File: config.mk
export PLATFORM = sky130hd
export DESIGN_NAME = sumador_serial
export DESIGN_NICKNAME = d
export VERILOG_FILES = /design/src/rtl/sumador_pkg.sv /design/src/rtl/halfadder.sv /design/src/rtl/sumador_completo.sv /design/src/rtl/sumador_serial.sv
export SDC_FILE = /design/constraint.sdc
export NUM_CORES = 1
export LEC_CHECK = 0
export CAP_MARGIN = 10
export CORE_ASPECT_RATIO = 2
export CORE_MARGIN = 1
export CORE_UTILIZATION = 44
export CTS_CLUSTER_SIZE = 30
export DETAILED_ROUTE_END_ITERATION = 10
export GPL_TIMING_DRIVEN = 1
export PLACE_DENSITY_LB_ADDON = 0.25
export SLEW_MARGIN = 20
export SYNTH_ARGS = -nofsm -noshare
export SYNTH_HDL_FRONTEND = slang
export SYNTH_SLANG_ARGS = --single-unit
export TNS_END_PERCENT = 50
File: constraint.sdc
create_clock -name clk -period 1.2 [get_ports clk]
set_clock_uncertainty 0.2 [all_clocks]
set_input_delay 0.24 -clock clk [delete_from_list [all_inputs] [get_ports clk]]
set_output_delay 0.24 -clock clk [all_outputs]
set_load 0.01 [all_outputs]
File: src/rtl/sumador_pkg.sv
// Shared package for the bit-serial adder.
// Holds the FSM state encoding and the default operand width.
package sumador_pkg;

    typedef enum logic [1:0] {
        S_IDLE = 2'd0,
        S_RUN  = 2'd1,
        S_DONE = 2'd2
    } sumador_state_t;

    localparam int SUMADOR_WIDTH_DEF = 8;

endpackage

File: src/rtl/halfadder.sv
// 1-bit half adder.
// Ports:
//   a, b : input bits
//   s    : sum (a ^ b)
//   c    : carry (a & b)
module halfadder (
    input  logic a,
    input  logic b,
    output logic s,
    output logic c
);

    assign s = a ^ b;
    assign c = a & b;

endmodule

File: src/rtl/sumador_completo.sv
// Combinational 1-bit full adder built from two half adders and an OR.
// Ports:
//   b, a, ci : input bits and carry-in
//   co       : carry-out
//   s        : sum bit
module sumador_completo (
    input  logic b,
    input  logic a,
    input  logic ci,
    output logic co,
    output logic s
);

    logic s1;
    logic c1;
    logic c2;

    halfadder u_ha0 (
        .a (a),
        .b (b),
        .s (s1),
        .c (c1)
    );

    halfadder u_ha1 (
        .a (s1),
        .b (ci),
        .s (s),
        .c (c2)
    );

    // The two half-adder carries can never both be 1, so OR is exact.
    assign co = c1 | c2;

endmodule

File: src/rtl/sumador_serial.sv
// Bit-serial WIDTH-bit adder: one full-adder cell plus a carry flip-flop,
// resolving the operands LSB-first, one bit per clock.
//
// Optional feature: define SUMADOR_SERIAL_OVF_EN to add the out_ov port
// (signed overflow, registered at the last RUN edge).
//
// Ports:
//   clk, rst_n : clock, asynchronous active-low reset
//   in_start   : start request (accepted in IDLE or DONE, ignored in RUN)
//   in_a, in_b : operands, captured on an accepted start
//   in_ci      : carry-in, captured on an accepted start
//   out_busy   : high while bits are being processed
//   out_done   : one-cycle pulse, result valid
//   out_s      : sum, held until the next accepted start
//   out_co     : carry-out, held with out_s
//   out_ov     : signed overflow (SUMADOR_SERIAL_OVF_EN only)
//   dbg_state  : current FSM state, for observation
//
// Handshake: a start is taken on any rising edge where in_start = 1 and the
// block is in IDLE or DONE. The result is valid exactly in the cycle where
// out_done = 1 and stays on out_s/out_co until the next accepted start.
// There is no back-pressure; a start seen during RUN is dropped.
module sumador_serial
    import sumador_pkg::*;
#(
    parameter int WIDTH = SUMADOR_WIDTH_DEF
) (
    input  logic             clk,
    input  logic             rst_n,
    input  logic             in_start,
    input  logic [WIDTH-1:0] in_a,
    input  logic [WIDTH-1:0] in_b,
    input  logic             in_ci,
    output logic             out_busy,
    output logic             out_done,
    output logic [WIDTH-1:0] out_s,
    output logic             out_co,
`ifdef SUMADOR_SERIAL_OVF_EN
    output logic             out_ov,
`endif
    output logic [1:0]       dbg_state
);

    localparam int CNT_W = $clog2(WIDTH) + 1;
    localparam logic [CNT_W-1:0] LAST_BIT = CNT_W'(WIDTH - 1);

    sumador_state_t   state;
    logic [WIDTH-1:0] a_q;
    logic [WIDTH-1:0] b_q;
    logic             c_q;
    logic [CNT_W-1:0] cnt;

    logic             fa_s;
    logic             fa_co;
    logic [WIDTH:0]   s_shift;
    logic             accept;

    sumador_completo u_fa (
        .b  (b_q[0]),
        .a  (a_q[0]),
        .ci (c_q),
        .co (fa_co),
        .s  (fa_s)
    );

    // New sum bit enters at the MSB; after WIDTH shifts bit 0 sits at LSB.
    // Built with a concatenation so WIDTH = 1 needs no special case.
    assign s_shift = {fa_s, out_s};

    assign accept    = in_start && ((state == S_IDLE) || (state == S_DONE));
    assign dbg_state = state;

    always_ff @(posedge clk or negedge rst_n) begin
        if (!rst_n) begin
            state    <= S_IDLE;
            a_q      <= '0;
            b_q      <= '0;
            c_q      <= 1'b0;
            cnt      <= '0;
            out_busy <= 1'b0;
            out_done <= 1'b0;
            out_s    <= '0;
            out_co   <= 1'b0;
`ifdef SUMADOR_SERIAL_OVF_EN
            out_ov   <= 1'b0;
`endif
        end else if (accept) begin
            // Same load from IDLE and from DONE, so back-to-back needs no gap.
            state    <= S_RUN;
            a_q      <= in_a;
            b_q      <= in_b;
            c_q      <= in_ci;
            cnt      <= '0;
            out_busy <= 1'b1;
            out_done <= 1'b0;
            out_s    <= '0;
            out_co   <= 1'b0;
`ifdef SUMADOR_SERIAL_OVF_EN
            out_ov   <= 1'b0;
`endif
        end else begin
            case (state)
                S_RUN: begin
                    out_s <= s_shift[WIDTH:1];
                    a_q   <= a_q >> 1;
                    b_q   <= b_q >> 1;
                    c_q   <= fa_co;
                    cnt   <= cnt + 1'b1;
                    if (cnt == LAST_BIT) begin
                        state    <= S_DONE;
                        out_busy <= 1'b0;
                        out_done <= 1'b1;
                        out_co   <= fa_co;
`ifdef SUMADOR_SERIAL_OVF_EN
                        // c_q is the carry into the MSB on this edge.
                        out_ov   <= c_q ^ fa_co;
`endif
                    end
                end
                S_DONE: begin
                    state    <= S_IDLE;
                    out_done <= 1'b0;
                end
                S_IDLE: begin
                    out_done <= 1'b0;
                end
                default: begin
                    state    <= S_IDLE;
                    out_busy <= 1'b0;
                    out_done <= 1'b0;
                end
            endcase
        end
    end

endmodule
==> run_results.csv, run 1 <==
group,metric,value,unit
status,status,"finished with violations",
status,violations,"negative setup slack",
logic_synthesis,avgSynthCellArea,10.7,um^2
route,met1_length,1.45,mm
finish,layout_common_cells,"34 x dfrtp_1, 26 x buf_4, 19 x nand2_1, 19 x clkdlybuf4s50_1, 15 x nor2_1",
timing,setup_viol,47,
critical_path,r2r_cells,4,
timing,whs,127,ps
placement,portBuffers,32,
route,met2_wirelength,2.06,mm
placement,gp_congestion,0.740,
placement,placed_area,2070,um^2
hold_path,hp-class,"in -> async",
logic_synthesis,synth_area,1470,um^2
cts,clockRootBuffer,"clkbuf_8",
critical_path,path_class,"reg -> reg",
logic_synthesis,yosys-top-cells-area,"dfrtp_1 58%, nand2_1 6.9%, a22o_1 5.9%, a31oi_1 4.7%, nor2_1 4.3%",
pwr,p_int,4.27,mW
route,vias,1287,
critical_path,max_stage_delay,390,ps
finish,final_util,73.4,%
finish,mostFrequentLayoutCell,"dfrtp_1",
pwr,ir_worst_vdd,1800,uV
cts,clock_sinks,34,
die,die_area,3600,um^2
cts,cts_tree,"done",
logic_synthesis,synth_cells,137,
cts,clkTransAtPathRegs,70,ps
cts,ctsHoldBuffers,0,
grt,grt_max_degree,35,
timing,rsz0062_at_grt,"true",
placement,dp_hpwl,2.27,mm
critical_path,path_cells,"buf_6, nand2b_1, mux2_4, mux2i_1",
cts,clockBufferDepth,2,
timing,period_share,127,%
route,ant_nets,0,
finish,stdcell_area,2340,um^2
grt,antenna_found_initial,0,
placement,dpl_worst_slack,-528,ps
cts,numCtsBuffers,5,
critical_path,crit_slowest_cell,"dfrtp_1",
route,totalWireLength,3.75,mm
logic_synthesis,yosysSeqAreaShare,57.8,%
finish,drive_gt1_share,37.7,%
grt,overflow,0,
timing,tightest_slew,295,ps
pwr,pwr-share-seq,30.1,%
logic_synthesis,ys_types,26,
run,maxCapViolations,0,
pwr,p_clk_share,13.2,%
route,route.detailed.drc,0,
route,dr.first_iter.drc_count,22,
critical_path,worstSetupStartpointType,"flip-flop",
grt,grt_pass1_wl,6.13,mm
timing,finalCriticalPeriod,1520,ps
critical_path,critical_path_buf_inv_count,1,
cts,h-tree-depth,2,
finish,insertedDiodeCount,0,
die,ios,33,
die,initial_core_util,46.1,%
route,wl_met3,111,um
timing,clock.fmax,657,MHz
route,via_per_inst,5.41,
route,drt-pass1-iter-count,4,
timing,setup_ws,-323,ps
route,top_layer,"met4",
logic_synthesis,synth_fp_nets,159,
die,die-height,83.8,um
grt,track_usage,22.4,%
logic_synthesis,synth_top_cell_by_area,"dfrtp_1",
timing,maxSlewHeadroom,80.3,%
critical_path,crit_arrival,1530,ps
cts,insertion_delay,280,ps
finish,syn2layout_area_growth,59.0,%
critical_path,end_kind,"flip-flop",
logic_synthesis,synth_seq_cells,34,
die,die-width,42.9,um
finish,nNetsFinal,228,
pwr,switching_share,35.4,%
critical_path,r2r_setup_slack,-320,ps
die,fp-row-count,29,
critical_path,critPathMaxFanout,5,
logic_synthesis,yosysTopAreaCellShare,57.8,%
timing,hold_viol,0,
pwr,power.net_switching,2.34,mW
pwr,total_power,6.61,mW
critical_path,r2r_end,"cnt[2]",
critical_path,cp_top_family,"multiplexers",
pwr,p_leak,1.12,nW
timing,slew_viol_final,0,
critical_path,reg2reg_from,"dbg_state[1]",
grt,grt_pass1_vias,1365,
pwr,pwr-share-comb,56.6,%
route,drt-wirelength-per-cell,15.8,um
pwr,power_density,2820,nW/um^2
critical_path,cp.required,1200,ps
logic_synthesis,yosysWarnings,0,
die,coreArea,3190,um^2
[area by class of cell]
cell class / instances / area, um^2
clock buffers: 7 / 86.3
repair buffers: 72 / 717
inverters: 3 / 11.3
multi-input cells: 90 / 633
fillers: 238 / 851
clock inverters: 1 / 5.00
well taps: 31 / 38.8
flip-flops and latches: 34 / 851
[timing repair]
item | 4_1_cts | 5_1_grt
gates resized for setup | 62 | 19
cloned | 2 | 1
setup endpoints to repair | 46 | 47
pin swaps | 2 | 15
hold endpoints to repair | 0 | 0
setup buffers | 5 | 1
[flip-flops by register name, summed over array words and instances (netlist names)]
signal and flops:
cnt 4, out_busy 1, c_q 1, a_q 8, out_co 1, b_q 8
dbg_state 2, out_done 1, out_s 8
[through the flow]
step                std cells  TNS [ps]
finish                    238    -10260
detailed placement        221    -14480
CTS                       236     -9100
floorplan                 137     -4530
global placement          221    -13790
global route              238    -12080
[worst max path at each step]
| stage | from | to | slack (ps) | cells after the start |
|---|---|---|---|---|
| 2_1_floorplan | dbg_state[0] | out_s[3] | -190 | 4 |
| 3_3_place_gp | in_start | a_q[0] | -500 | 5 |
| 3_5_place_dp | in_start | b_q[0] | -530 | 5 |
| 4_1_cts | dbg_state[1] | a_q[6] | -300 | 5 |
| 5_1_grt | dbg_state[0] | out_s[3] | -360 | 5 |
| 6_report | dbg_state[1] | cnt[2] | -320 | 4 |
[routing by layer]
| metal | track usage, % | vias to the layer above |
|---|---|---|
| met5 | 0 | - |
| met3 | 4.98 | 13 |
| met4 | 9.94 | 0 |
| met1 | 27.1 | 629 |
| met2 | 36.9 | 34 |
| li1 | - | 611 |
[power groups by stage]
stage	logic (mW)	registers (mW)	clock network, mW
floorplan	1.47	2.04	0
global placement	2.93	1.96	0
detailed placement	3.00	1.98	0
CTS	3.38	1.95	0.891
global route	4.01	2.05	0.936
finish	3.75	1.99	0.876
[Yosys cell counts]
cell and instances:
nand2b_1 2, buf_4 3, ha_1 1, inv_1 3, nand3b_1 2, nor2b_1 1
dfrtp_1 34, mux2_4 1, nand2_1 27, mux2i_1 3, nor3_1 2, and2b_1 1
nand4_1 1, o21ai_0 2, nor2_1 17, fa_1 1, xnor2_1 1, a221o_1 3
a22o_1 10, nand3_1 1, buf_2 4, buf_6 3, a22oi_1 1, o2bb2ai_1 1
a31oi_1 11, o21a_1 1
[kinds of logic (layout without fill, tap and decap cells)]
logic type / Yosys count / in the layout / share of synthesized area, %
adders and majority gates: 2 / 2 / 2.21
DFF: 34 / 34 / 57.8
muxes: 4 / 4 / 3.06
buffers and inverters: 13 / 83 / 5.95
and+or+nand+nor: 54 / 54 / 15.5
AOI/OAI and AO/OA: 29 / 29 / 15.0
xor gates and xnor gates: 1 / 1 / 0.595
Power figures use the tool's default switching activity.
==> run 2: changes to the inputs <==
- ABC_AREA: default -> 1
- CAP_MARGIN: 10 -> 20
- CORE_UTILIZATION: 44 -> 45
- HOLD_SLACK_MARGIN: default -> 0.03
==> run_results.csv, run 2 <==
group,metric,value,unit
status,status,"finished with violations",
status,violations,"negative setup slack",
logic_synthesis,synth_seq_cells,34,
logic_synthesis,yosys-top-cells-count,"94 x nand2_1, 34 x dfrtp_1, 20 x inv_1",
cts,clkTransAtPathRegs,70,ps
hold_path,hp-class,"in -> async",
finish,reg.largest.list,"a_q x8, b_q x8, out_s x8",
critical_path,worstSetupStartpointType,"flip-flop",
logic_synthesis,yosys-top-cells-area,"dfrtp_1 53%, nand2_1 22%, inv_1 4.7%, o22ai_1 2.7%, nand2_8 2.5%",
pwr,switching_share,39.6,%
cts,clockRootBuffer,"clkbuf_8",
finish,insertedDiodeCount,0,
timing,hold_viol,0,
placement,gp_congestion,0.759,
critical_path,path_cells,"buf_4, nor2_4, buf_12, nand2_1, nand2_1, nand2_1, nand2_1",
pwr,power_density,2620,nW/um^2
critical_path,crit_slowest_cell,"dfrtp_2",
cts,numCtsBuffers,5,
grt,grt_max_degree,35,
placement,portBuffers,32,
route,vias,1423,
die,fp-row-count,30,
logic_synthesis,synthFlopType,"dfrtp_1",
timing,period_share,116,%
logic_synthesis,yosysWarnings,0,
timing,setup_viol,47,
cts,cts_tree,"done",
route,ant_nets,0,
route,route.detailed.drc,0,
logic_synthesis,synth_top_cell_by_area,"dfrtp_1",
die,die-width,44.3,um
run,maxCapViolations,0,
die,initial_core_util,47.1,%
logic_synthesis,yosysSeqAreaShare,52.9,%
route,totalWireLength,3.64,mm
timing,finalCriticalPeriod,1390,ps
logic_synthesis,ys_types,21,
die,ios,33,
grt,overflow,0,
pwr,p_clk_share,16.0,%
cts,h-tree-depth,2,
grt,track_usage,20.7,%
critical_path,crit_arrival,1410,ps
timing,clock.fmax,718,MHz
logic_synthesis,yosysTopAreaCellShare,52.9,%
timing,tightest_slew,215,ps
logic_synthesis,synth_cells,192,
pwr,p_leak,1.24,nW
finish,layout_common_cells,"75 x nand2_1, 33 x dfrtp_1, 19 x inv_1, 19 x nand2_2, 19 x clkdlybuf4s50_1",
route,drt-wirelength-per-cell,12.0,um
route,dr.first_iter.drc_count,17,
die,coreArea,3420,um^2
logic_synthesis,synth-edff-count,0,
pwr,ir_worst_vdd,1490,uV
critical_path,path_class,"reg -> reg",
grt,antenna_found_initial,0,
timing,slew_viol_final,0,
timing,rsz0062_at_grt,"true",
placement,dpl_worst_slack,-396,ps
grt,grt_pass1_vias,1344,
finish,mostFrequentLayoutCell,"nand2_1",
grt,grt_pass1_wl,5.77,mm
logic_synthesis,synth_area,1610,um^2
timing,maxSlewHeadroom,85.7,%
logic_synthesis,synth.most_common_cell,"nand2_1",
timing,setup_ws,-193,ps
die,die-height,86.6,um
finish,nNetsFinal,275,
placement,dp_hpwl,2.32,mm
finish,drive_gt1_share,35.8,%
cts,clockBufferDepth,2,
critical_path,cp.required,1220,ps
timing,whs,126,ps
critical_path,max_stage_delay,440,ps
cts,clock_sinks,34,
die,die_area,3830,um^2
pwr,pwr-share-seq,29.7,%
route,via_per_inst,4.71,
pwr,power.net_switching,2.52,mW
timing,fin_setup_tns,-5220,ps
route,drt-pass1-iter-count,4,
critical_path,end_kind,"flip-flop",
logic_synthesis,synth_fp_nets,214,
cts,insertion_delay,280,ps
finish,syn2layout_area_growth,51.6,%
critical_path,critPathMaxFanout,15,
pwr,pwr-share-comb,54.3,%
pwr,p_int,3.85,mW
critical_path,cp_common_cell,"nand2_1",
logic_synthesis,async_reset_ff_share,100,%
logic_synthesis,avgSynthCellArea,8.38,um^2
## run 2: cell types whose count changed after synthesis, sizes merged, moves of 4 or more
cell,previous run,this run
a22o,10,0
a31oi,11,0
buf,10,6
inv,3,22
nand2,27,97
nand3,1,7
nor2,17,10
o22ai,0,7
## run 2: power groups by stage
stage | combinational, mW | sequential (mW) | clock (mW)
finish | 3.46 | 1.90 | 1.02
global route | 3.80 | 1.94 | 1.08
CTS | 2.96 | 1.88 | 1.05
detailed placement | 2.73 | 1.89 | 0
global placement | 2.67 | 1.89 | 0
floorplan | 1.54 | 1.96 | 0
## run 2: worst paths after layout
path,endpoint,depth (start not counted),from,slack (ps)
max in group asynchronous,dbg_state[0],2,rst_n,490
min reg2reg,a_q[3],2,a_q[3],280
min,cnt[0],2,rst_n,130
max,b_q[5],7,dbg_state[0],-190
min in group clk,a_q[3],2,a_q[3],280
max reg2reg,b_q[5],7,dbg_state[0],-190
## run 2: metrics by stage
step / power (mW) / area, um^2 / utilization (%) / std cells
after floorplan: 3.51 / 1620 / - / 192
after global placement: 4.56 / 2140 / 62.5 / 286
after detailed placement: 4.62 / 2140 / 62.5 / 286
after CTS: 5.88 / 2300 / 67.4 / 300
after global routing: 6.82 / 2440 / 71.4 / 302
final: 6.38 / 2440 / 71.4 / 302
## run 2: final cells by class
cell class,count,area (um^2)
sequential,34,852
clock buffer,5,68.8
clock inverter,3,40.0
inverter,22,110
tap,48,60.1
fill,265,977
multi-input combinational,132,773
timing repair buffer,58,534
## run 2: critical path: cells and delay by family (launching register included)
kind,cells,cell delay [ps]
buffers and inverters,2,300
flip-flops,1,440
AND/OR/NAND/NOR,5,380
## run 2: cell families after synthesis
logic type,Yosys count,share of synthesized area [%]
AO/OA/AOI/OAI,14,5.13
adder cells (fa/ha/maj),2,2.02
buffers and inverters,28,9.41
flip-flops,34,52.9
AND/OR/NAND/NOR,114,30.6
## run 2: repair_timing
item	CTS	global route
setup buffers	5	1
setup endpoints to repair	47	47
hold buffers	0	0
pin swaps	5	8
gates resized for setup	74	27
cloned	1	1
## run 2: routing by layer
layer / up-vias / part of all wire, % / GRT usage (%) / wire length, um
li1: 707 / - / - / -
met1: 666 / 36 / 22.8 / 1320
met2: 38 / 57 / 36.5 / 2060
met3: 12 / 3.1 / 3.54 / 114
met4: 0 / 3.9 / 10.7 / 142
met5: - / 0 / 0 / 0
